File: src/rtl/hcsr04_pkg.sv
// hcsr04_pkg: shared widths, conversion constants and FSM state type for the HC-SR04 echo meter.
package hcsr04_pkg;
  localparam int TIME_W   = 16;
  localparam int DIST_W   = 13;
  localparam int PROD_W   = 30;
  localparam int SUM_W    = DIST_W + 2;
  localparam int K_MM_DEF = 11239;
  localparam int K_SHIFT  = 16;
  typedef enum logic [2:0] {IDLE, WAIT_RISE, MEASURE, DONE, TIMEOUT} state_e;
endpackage

File: src/rtl/echo_sync.sv
// echo_sync: 2-FF synchronizer plus delay FF, with rise/fall detection of the raw echo pin.
module echo_sync (
  input  logic clk_us,
  input  logic rstn,
  input  logic echo_i,
  output logic rise_o,
  output logic fall_o
);
  logic meta_q, sync_q, dly_q;
  always_ff @(posedge clk_us or negedge rstn)
    if (!rstn) {meta_q, sync_q, dly_q} <= '0;
    else {meta_q, sync_q, dly_q} <= {echo_i, meta_q, sync_q};
  assign rise_o = sync_q & ~dly_q;
  assign fall_o = ~sync_q & dly_q;
endmodule

File: src/rtl/echo_meter.sv
// echo_meter: HC-SR04 echo high-time meter with millimetre conversion.
// Define ECHO_METER_AVG_EN to report the mean of the last four distances.
module echo_meter
  import hcsr04_pkg::*;
#(
  parameter int unsigned TIMEOUT_US = 30000,
  parameter int unsigned K_MM       = K_MM_DEF
) (
  input  logic              clk_us,
  input  logic              rstn,
  input  logic              trig,
  input  logic              echo,
  output logic [TIME_W-1:0] echo_us,
  output logic [DIST_W-1:0] dist_mm,
  output logic              dist_valid,
  output logic              timeout,
  output logic              busy
);
  state_e            state_q, state_d;
  logic [TIME_W-1:0] cnt_q, cnt_d, echo_us_q, echo_us_d;
  logic [DIST_W-1:0] dist_mm_q, raw_mm;
  logic [PROD_W-1:0] prod;
  logic              trig_q, trig_fall, rise, fall, at_lim, dist_valid_q, timeout_q;

  echo_sync u_sync (.clk_us(clk_us), .rstn(rstn), .echo_i(echo), .rise_o(rise), .fall_o(fall));

  assign trig_fall = trig_q & ~trig;
  assign at_lim    = cnt_q == TIME_W'(TIMEOUT_US - 1);
  assign prod      = PROD_W'(echo_us_q) * PROD_W'(K_MM);
  assign raw_mm    = DIST_W'(prod >> K_SHIFT);

  always_comb begin
    state_d   = state_q;
    cnt_d     = cnt_q;
    echo_us_d = echo_us_q;
    case (state_q)
      IDLE: if (trig_fall) begin
        state_d = WAIT_RISE;
        cnt_d   = '0;
      end
      WAIT_RISE: begin
        cnt_d   = (trig_fall || rise) ? '0 : cnt_q + 16'd1;
        state_d = trig_fall ? WAIT_RISE : rise ? MEASURE : at_lim ? TIMEOUT : WAIT_RISE;
      end
      MEASURE: begin
        cnt_d     = trig_fall ? '0 : cnt_q + 16'd1;
        echo_us_d = (!trig_fall && fall) ? cnt_q + 16'd1 : echo_us_q;
        state_d   = trig_fall ? WAIT_RISE : fall ? DONE : at_lim ? TIMEOUT : MEASURE;
      end
      default: state_d = IDLE;
    endcase
  end

  always_ff @(posedge clk_us or negedge rstn)
    if (!rstn) begin
      state_q   <= IDLE;
      cnt_q     <= '0;
      trig_q    <= 1'b0;
      echo_us_q <= '0;
      timeout_q <= 1'b0;
    end else begin
      state_q   <= state_d;
      cnt_q     <= cnt_d;
      trig_q    <= trig;
      echo_us_q <= echo_us_d;
      timeout_q <= state_q == TIMEOUT;
    end

`ifdef ECHO_METER_AVG_EN
  logic [3:0][DIST_W-1:0] hist_q;
  logic                   primed_q, pend_q;
  logic [SUM_W-1:0]       sum;
  assign sum = SUM_W'(hist_q[0]) + SUM_W'(hist_q[1]) + SUM_W'(hist_q[2]) + SUM_W'(hist_q[3]);
  // History is written in DONE; the mean is published one cycle later from the updated history.
  always_ff @(posedge clk_us or negedge rstn)
    if (!rstn) begin
      hist_q       <= '0;
      primed_q     <= 1'b0;
      pend_q       <= 1'b0;
      dist_mm_q    <= '0;
      dist_valid_q <= 1'b0;
    end else begin
      pend_q       <= state_q == DONE;
      dist_valid_q <= pend_q;
      if (pend_q) dist_mm_q <= DIST_W'(sum >> 2);
      if (state_q == DONE) begin
        primed_q <= 1'b1;
        hist_q   <= primed_q ? {hist_q[2:0], raw_mm} : {4{raw_mm}};
      end
    end
`else
  always_ff @(posedge clk_us or negedge rstn)
    if (!rstn) begin
      dist_mm_q    <= '0;
      dist_valid_q <= 1'b0;
    end else begin
      dist_valid_q <= state_q == DONE;
      if (state_q == DONE) dist_mm_q <= raw_mm;
    end
`endif

  assign echo_us    = echo_us_q;
  assign dist_mm    = dist_mm_q;
  assign dist_valid = dist_valid_q;
  assign timeout    = timeout_q;
  assign busy       = state_q != IDLE;
endmodule

File: config.mk
export PLATFORM = sky130hd
export DESIGN_NAME = echo_meter
export DESIGN_NICKNAME = d
export VERILOG_FILES = /design/src/rtl/hcsr04_pkg.sv /design/src/rtl/echo_sync.sv /design/src/rtl/echo_meter.sv
export SDC_FILE = /design/constraint.sdc
export NUM_CORES = 1
export LEC_CHECK = 0
export ABC_AREA = 1
export CAP_MARGIN = 15
export CELL_PAD_IN_SITES_DETAIL_PLACEMENT = 1
export CELL_PAD_IN_SITES_GLOBAL_PLACEMENT = 1
export CORE_MARGIN = 10
export CORE_UTILIZATION = 36
export CTS_CLUSTER_DIAMETER = 80
export DETAILED_ROUTE_END_ITERATION = 12
export HOLD_SLACK_MARGIN = 0.15
export PLACE_DENSITY_LB_ADDON = 0.1
export SLEW_MARGIN = 20
export SYNTH_ARGS = -nofsm -noshare
export SYNTH_HDL_FRONTEND = slang
export SYNTH_SLANG_ARGS = --single-unit
File: constraint.sdc
create_clock -name clk_us -period 6.9 [get_ports clk_us]
set_input_delay 1.035 -clock clk_us [delete_from_list [all_inputs] [get_ports clk_us]]
set_output_delay 1.035 -clock clk_us [all_outputs]
set_load 0.01 [all_outputs]
======== After elaboration in Yosys (flattened, before gate mapping) ========
Cells that the tools add are included.
word-level totals
  flip-flop bits (word level) ............. 54
  bits of input ports ..................... 4
  output and inout bits ................... 32
  word-level logic and storage cells ...... 44
cells by class
  add/subtract/negate cells ............... 1
  $mul .................................... 1
  eq/ne operators ......................... 6
  muxes and demuxes ....................... 12
  bitwise gates (word level) .............. 6
  reduce and logical (&&, ||, !) cells .... 8
operator list
  kind                    number
  $mux 16                 3
  $pmux 16 s3             1
  $mul 16x14->29 const B  1
  $mux 3                  7
  $add 16x1->16 const B   1
  $eq 16x15->1 const B    1
  $pmux 3 s3              1
  $eq 3x2->1 const B      2
  $reduce_bool 3->1       2
  $reduce_and 2->1        2
  $and 1x1->1             3
  $eq 3x1->1 const B      1
  $eq 3x3->1 const B      1
  $logic_not 3->1         1
  $not 1->1               3
  $ne 2x2->1 const B      1
  $logic_and 1x1->1       1
  $logic_not 1->1         1
  $logic_or 1x1->1        1

======== Logic depth before layout (Yosys ltp) ========
Gate-level depths: netlist of the first run.
  depth after elaboration ................. 5
  gate-level depth with buffers ........... 24
  mapped depth without buffers ............ 24

======== Cells and area by module ========
From an unflattened synthesis of the first run, not the netlist that was laid out.
second synthesis, totals
  cells, all modules ...................... 1046
  area total of the unflattened synthesis .. 8099.0 µm²
by module, submodules not included
  module      instances  cells each  area an instance (µm²)  sequential area each (µm²)
  echo_meter  1          1039        8008.9                  1276.2
  echo_sync   1          7           90.1                    75.1

======== Least setup slack after synthesis of the first run ========
Ideal clock, no wire load.
  path kind ............................... register -> register
  start ................................... register echo_us_q[7] (netlist: echo_us[7])
  end ..................................... register dist_mm_q[12] (netlist: dist_mm[12])
  arrival time ............................ 4.791 ns
  slack ................................... 1.992 ns
  cell stages (with the launch flop) ...... 21
  buffers on the path ..................... 0
  clock period less this slack ............ 4.908 ns
  path through ............................ dfrtp_1 > fa_1 > fa_1 > inv_1 > fa_1 > inv_1 > fa_1 > fa_1 > inv_1 > fa_1 > inv_1 > ha_1 > nand2_1 > nor2_1 > inv_1 > nor3_1 > nand2_1 > nand3_1 > nand2_1 > nand3_1 > nand2_1
between the ends
  cells in the longest elaborated chain, start to end .. 1
ends and longest elaborated chain
  item                    RTL line          RTL
  from (decl)             echo_meter.sv:20  logic [TIME_W-1:0] cnt_q, cnt_d, echo_us_q, echo_us_d;
  from (signal assigned)  echo_meter.sv:65  echo_us_q <= echo_us_d;
  $mul 16x14->29          echo_meter.sv:29  assign prod = PROD_W'(echo_us_q) * PROD_W'(K_MM);
  to (signal assigned)    echo_meter.sv:98  if (state_q == DONE) dist_mm_q <= raw_mm;
  to (decl)               echo_meter.sv:21  logic [DIST_W-1:0] dist_mm_q, raw_mm;
Every way passes these cells.
A chain may end at the register's enable or synchronous reset.

======== Worst setup path after layout of the first run ========
  start ................................... register echo_us_q[7] (netlist: echo_us[7])
  end ..................................... register dist_mm_q[10] (netlist: dist_mm[10])
Same word-level chain as after synthesis.

==> results of run 1 <==
-- path summary, 6_finish.rpt --
kind,from,to,slack (ps),depth (start not counted)
max,echo_us[7],dist_mm[10],1470,20
min,u_sync.meta_q,u_sync.sync_q,370,0
max in group asynchronous,rstn,dist_valid,5520,2
max reg2reg,echo_us[7],dist_mm[10],1470,20
min reg2reg,u_sync.meta_q,u_sync.sync_q,370,0
min in group asynchronous,rstn,cnt_q[11],870,2
-- layout make-up --
| class | count | area [sq um] | share of cell area |
|---|---|---|---|
| timing repair buffer | 37 | 360.3 | 0.04074 |
| tap | 280 | 350.3 | 0.03960 |
| multi-input combinational | 669 | 5505 | 0.6223 |
| inverter | 297 | 1115 | 0.1260 |
| clock inverter | 2 | 38.79 | 0.004385 |
| clock buffer | 5 | 125.1 | 0.01414 |
| sequential | 54 | 1351 | 0.1528 |
-- cell families (layout without fill, tap and decap cells) --
kind of cell	count (synthesis)	after routing	share of synthesized area
adder cells (fa/ha/maj)	210	210	0.4223
XOR/XNOR	16	16	0.01846
AND/OR/NAND/NOR	394	394	0.2094
AO/OA/AOI/OAI	49	49	0.03738
buffers and inverters	302	341	0.1436
flip-flops	54	54	0.1689
-- state kept, by name (all words and copies together), names as in the netlist --
name and flops:
cnt_q 16, echo_us 16, dist_mm 13, state_q 3, dist_valid 1, timeout 1, trig_q 1, u_sync.dly_q 1
u_sync.meta_q 1, u_sync.sync_q 1
-- through the flow --
step | instance area, sq um | cells | hold WS [ps] | util | setup slack [ps]
6_report | 8846 | 1344 | 365.2 | 0.4053 | 1471
5_1_grt | 8846 | 1344 | 392.7 | 0.4053 | 1101
4_1_cts | 8846 | 1344 | 370.7 | 0.4053 | 1399
3_5_place_dp | 8682 | 1337 | 340.3 | 0.3978 | 1420
3_3_place_gp | 8682 | 1337 | 356.8 | 0.3978 | 1494
2_1_floorplan | 8000 | 1025 | 331.2 | - | 1992
-- routing by layer --
layer / routed length [microns] / vias up / track usage
li1: - / 3143 / -
met1: 11060 / 3078 / 0.2297
met2: 10480 / 38 / 0.2772
met3: 525 / 13 / 0.02478
met4: 239 / 0 / 0.02927
met5: 0 / - / 0
-- worst max-delay path, delay by kind of cell, from the launching register on --
family | cells | cell delay, ps
AND/OR/NAND/NOR | 9 | 950
flip-flops | 1 | 750
adder cells (fa/ha/maj) | 7 | 3410
buffers and inverters | 4 | 190
-- synth_stat cells --
cell type,number
xor2_1,13
dfrtp_1,54
buf_4,1
o21bai_1,1
or2_2,2
nand3_2,1
buf_2,3
nor3_1,11
fa_1,100
inv_2,7
nand2_1,261
nand3b_1,1
nand2_2,1
xnor2_1,2
nand2_4,1
inv_1,290
a21oi_2,1
o21ai_0,14
o31ai_1,1
xor2_2,1
nor2_4,3
nor4_1,2
nor2_2,2
nor2_1,40
o22ai_1,4
o21ai_1,1
ha_1,110
a21oi_1,16
nor3_4,2
o21ai_2,7
nand3_1,54
a22o_1,3
buf_6,1
nand4_1,13
a21o_1,1
==> results.tsv, run 1 <==
stage	metric	value	unit
synthesis	register area share after synthesis	0.1689	
synthesis	synthesized area	0.008000	sq mm
timing	worst-margin pin slew	771.5	ps
clock_tree	CTS tree	built	
layout	layout cells sized above 1	0.03665	
drt	DR vias/cell	4.667	
worst_setup_path	Setup crit start kind	flip-flop	
worst_setup_path	Worst Path Max Fanout	10	
drt	wire length per cell	16.60	microns
flow_run	MaxCap Viol Count	0	
clock_tree	register clock-pin slew on the reported worst setup and hold paths	80	ps
worst_setup_path	crit path DAT	5630	ps
worst_setup_path	Worst Path Required	7100	ps
timing	slew margin rel.	0.4857	
floorplanning	Die X	169.1	microns
clock_tree	H-tree levels	2	
clock_tree	post_cts resized	0	
run_status	status	finished clean	
synthesis	Mapped Cells	1025	
layout	Final nets	1278	
clock_tree	worst-skew pair later-pin latency	310	ps
layout	# fillers	2718	
layout	area grow syn2layout	10.57	%
floorplanning	die height	169.1	microns
floorplanning	Ports	36	
layout	most frequent cells in the layout	290 x inv_1, 261 x nand2_1, 110 x ha_1	
timing	setup_tns	0	ps
global_routing	gr ovfl total	0	
worst_setup_path	Worst setup EP type	flip-flop	
placement	dpl hpwl	19.22	mm
floorplanning	total core area	0.02182	sq mm
global_routing	Total GRT Usage	0.1677	
drt	DR iter-0 viols	205	
worst_setup_path	Worst path most repeated cell	fa_1	
synthesis	Post-Syn Nets	1239	
synthesis	Yosys reg bits	54	
timing	fin. max-slew vios	0	
clock_tree	setup repair bufs after CTS	0	
drt	post-route ant nets	0	
timing	skew final	5.193	ps
worst_setup_path	Crit-path slowest cell	dfrtp_1	
synthesis	top cell type's share of synthesized area	0.2502	
placement	IO buf count	35	
clock_tree	TritonCTS Buffers	5	
floorplanning	Die Footprint	0.02858	sq mm
timing	RSZ-0062 raised after global routing	no	
floorplanning	Initial Util	0.3666	
clock_tree	# clock sinks	54	
drt	total wire length	22.30	mm
global_routing	initial antenna violation count	0	
worst_setup_path	CP cell instances	fa_1 > fa_1 > inv_1 > fa_1 > inv_1 > fa_1 > fa_1 > inv_1 > fa_1 > inv_1 > ha_1 > nand2_1 > nor2_1 > nand2_1 > nor2_1 > nand2_1 > nand3_1 > nand2_1 > nand3_1 > nand2_1	
synthesis	synth warn	0	
timing	final count of negative-setup-slack endpoints	0	
drt	drt drc	0	
timing	Hold Fails Final Rpt	0	
global_routing	first-pass GRT wire length	37.86	mm
clock_tree	clock buffer depth	2	
synthesis	Yosys top cell by area	fa_1	
synthesis	cells taking the most area after synthesis	fa_1 25%, ha_1 17%, dfrtp_1 17%	
drt	total number of vias	6272	
timing	Period minus WS final	5429	ps
drt	DR pass1 iterations	4	
global_routing	largest net degree at the start of global routing	55	
clock_tree	Clk Tree Root Cell	clkbuf_16	
timing	fmax	0.1842	GHz
hold_path	Hold Path Class	flip-flop to flip-flop	
worst_setup_path	slowest stage delay, CP	750	ps
synthesis	synth unique cells	35	
worst_setup_path	WS Path Type	flip-flop to flip-flop	
timing	Final period util	0.7869	
global_routing	vias in the first global route	7039	
layout	commonest non-fill, non-tap cell in the layout	inv_1	
synthesis	syn_area_per_cell	7.805	sq um
clock_tree	cts hold-fix bufs	0	
placement	routability cong.	0.8230	
floorplanning	Core Rows	54	
layout	diode count	0	
Power of run 1 is left out: the tool's default activity adds up to more than one toggle a clock period on the data nets, which glitch-free logic cannot reach.
==> run 2: changes to the inputs <==
==> constraint.sdc (replaced) <==
create_clock -name clk_us -period 4.7 [get_ports clk_us]
set_input_delay 0.705 -clock clk_us [delete_from_list [all_inputs] [get_ports clk_us]]
set_output_delay 0.705 -clock clk_us [all_outputs]
set_load 0.01 [all_outputs]
==> run 2 against run 1 <==
  * The run now ends with setup timing left
  * Critical path depth fell by 2
  * Sequential share of layout area fell by 1.8 points
  * Cell area rose by 14%
  * Critical endpoint is now dist_mm[6]
  * Largest cell class unchanged
==> results.tsv, run 2 (synthesized netlist as in run 1, its figures left out) <==
stage	metric	value	unit	change
timing	setup_tns	-2255	ps	was 0 ps
placement	IO buf count	35		unchanged
timing	Setup WS post-layout	-257.5	ps	was 1471 ps
drt	DR pass1 iterations	4		unchanged
hold_path	Hold Path Class	flip-flop to flip-flop		unchanged
floorplanning	Core Rows	54		unchanged
worst_setup_path	worst reg2reg setup slack	-260	ps	was 1470 ps
clock_tree	Clk Tree Root Cell	clkbuf_16		unchanged
run_status	failing checks	setup timing		
clock_tree	cts hold-fix bufs	0		unchanged
timing	skew final	6.957	ps	was 5.193 ps
timing	worst-margin pin slew	755.9	ps	was 771.5 ps
global_routing	vias in the first global route	7569		was 7,039
clock_tree	H-tree levels	2		unchanged
timing	Period minus WS final	4957	ps	was 5429 ps
timing	final count of negative-setup-slack endpoints	13		was 0
worst_setup_path	r2r endpoint	dist_mm[6]		was dist_mm[10]
global_routing	first-pass GRT wire length	40.03	mm	was 37.86 mm
timing	Hold Fails Final Rpt	0		unchanged
layout	diode count	0		unchanged
layout	register area	0.001368	sq mm	was 0.001351 sq mm
floorplanning	Die Footprint	0.02858	sq mm	unchanged
drt	DR iter-0 viols	247		was 205
drt	drt drc	0		unchanged
drt	post-route ant nets	0		unchanged
clock_tree	TritonCTS Buffers	5		unchanged
global_routing	largest net degree at the start of global routing	55		unchanged
worst_setup_path	Critical path origin	echo_us[8]		was echo_us[7]
worst_setup_path	r2r startpoint	echo_us[8]		was echo_us[7]
drt	wire length per cell	16.79	microns	was 16.60 microns
timing	fmax	0.2017	GHz	was 0.1842 GHz
floorplanning	total core area	0.02182	sq mm	unchanged
timing	slew margin rel.	0.4961		was 0.4857
clock_tree	clock buffer depth	2		unchanged
placement	dpl hpwl	20.51	mm	was 19.22 mm
timing	RSZ-0062 raised after global routing	yes		was no
timing	Final period util	1.055		was 0.7869
clock_tree	worst-skew pair later-pin latency	310	ps	about the same
clock_tree	register clock-pin slew on the reported worst setup and hold paths	70	ps	was 80 ps
placement	routability cong.	0.8575		was 0.8230
global_routing	initial antenna violation count	0		unchanged
flow_run	MaxCap Viol Count	0		unchanged
layout	layout cells sized above 1	0.2216		was 0.03665
timing	fin. max-slew vios	0		unchanged
layout	Final nets	1377		was 1,278
floorplanning	die height	169.1	microns	unchanged
worst_setup_path	Worst setup EP type	flip-flop		unchanged
drt	total number of vias	6721		was 6,272
timing	hold_ws	355.7	ps	was 365.2 ps
floorplanning	Ports	36		unchanged
floorplanning	Die X	169.1	microns	unchanged
layout	# fillers	2679		was 2,718
run_status	status	finished with violations		was finished clean
clock_tree	# clock sinks	54		unchanged
worst_setup_path	worst-case reg-to-reg path depth	18		was 20
layout	Final Non-Filler Cells	1444		was 1,344
worst_setup_path	WS Path Type	flip-flop to flip-flop		unchanged
placement	Placed Cells	1424		was 1,337
worst_setup_path	Worst Path Required	4900	ps	was 7100 ps
global_routing	gr ovfl total	0		unchanged
drt	total wire length	24.25	mm	was 22.30 mm
drt	DR vias/cell	4.654		was 4.667
worst_setup_path	Setup crit start kind	flip-flop		unchanged
worst_setup_path	Worst Path Max Fanout	5		was 10
placement	dpl ws	-380.1	ps	was 1420 ps
worst_setup_path	crit path DAT	5160	ps	was 5630 ps
global_routing	Total GRT Usage	0.1763		was 0.1677
worst_setup_path	worst setup path end	dist_mm[6]		was dist_mm[10]
layout	most frequent cells in the layout	272 x inv_1, 223 x nand2_1, 97 x buf_4		was 290 x inv_1, 261 x nand2_1, 110 x ha_1
layout	multi-input logic area	0.005998	sq mm	was 0.005505 sq mm
floorplanning	Initial Util	0.3666		unchanged
clock_tree	CTS tree	built		unchanged
layout	commonest non-fill, non-tap cell in the layout	inv_1		unchanged
layout	area grow syn2layout	26.57	%	was 10.57%
-- run 2: repair_timing --
action,4_1_cts,5_1_grt
setup endpoints to repair,13,13
pin swaps,18,38
buffers inserted,9,3
cloned,0,0
resized for setup,54,78
-- run 2: layout make-up --
cell class / count / area share
Clock buffer: 6 / 0.01273
Clock inverter: 2 / 0.003830
Inverter: 297 / 0.1101
Multi-Input combinational cell: 669 / 0.5924
Sequential cell: 54 / 0.1351
Tap cell: 280 / 0.03460
Timing Repair Buffer: 136 / 0.1113
-- run 2: worst min path at each step --
| stage | slack (ps) | endpoint | from | cells after the start |
|---|---|---|---|---|
| global route | 370 | u_sync.sync_q | u_sync.meta_q | 0 |
| finish | 360 | u_sync.sync_q | u_sync.meta_q | 0 |
| detailed placement | 340 | u_sync.sync_q | u_sync.meta_q | 0 |
| CTS | 360 | u_sync.sync_q | u_sync.meta_q | 0 |
| floorplan | 330 | u_sync.sync_q | u_sync.meta_q | 0 |
| global placement | 340 | u_sync.sync_q | u_sync.meta_q | 0 |
-- run 2: routing by layer --
| metal | vias to the layer above | GRT usage | routed length, microns |
|---|---|---|---|
| met3 | 12 | 0.02200 | 500 |
| met1 | 3335 | 0.2335 | 11580 |
| li1 | 3335 | - | - |
| met4 | 0 | 0.03452 | 299 |
| met5 | - | 0 | 0 |
| met2 | 39 | 0.3024 | 11880 |
-- run 2: metrics by stage --
stage	area, sq um	util
6_report	10130	0.4640
5_1_grt	10130	0.4640
4_1_cts	9841	0.4509
3_5_place_dp	9370	0.4294
3_3_place_gp	9370	0.4294
2_1_floorplan	8035	-
-- run 2: critical path, cell delays in order (launching register included) --
cell     delay, ps
dfrtp_2        460
fa_1           560
inv_2           40
fa_1           520
inv_2           40
fa_1           560
fa_1           440
fa_1           490
fa_2           560
ha_4           200
buf_6          130
nand2_2         90
nand2_4         80
a21oi_4        180
nor2_1          60
nor2_1         170
nand4_1        120
nand3_1         90
nand2_1         50
Power of run 2 is left out for the same reason.
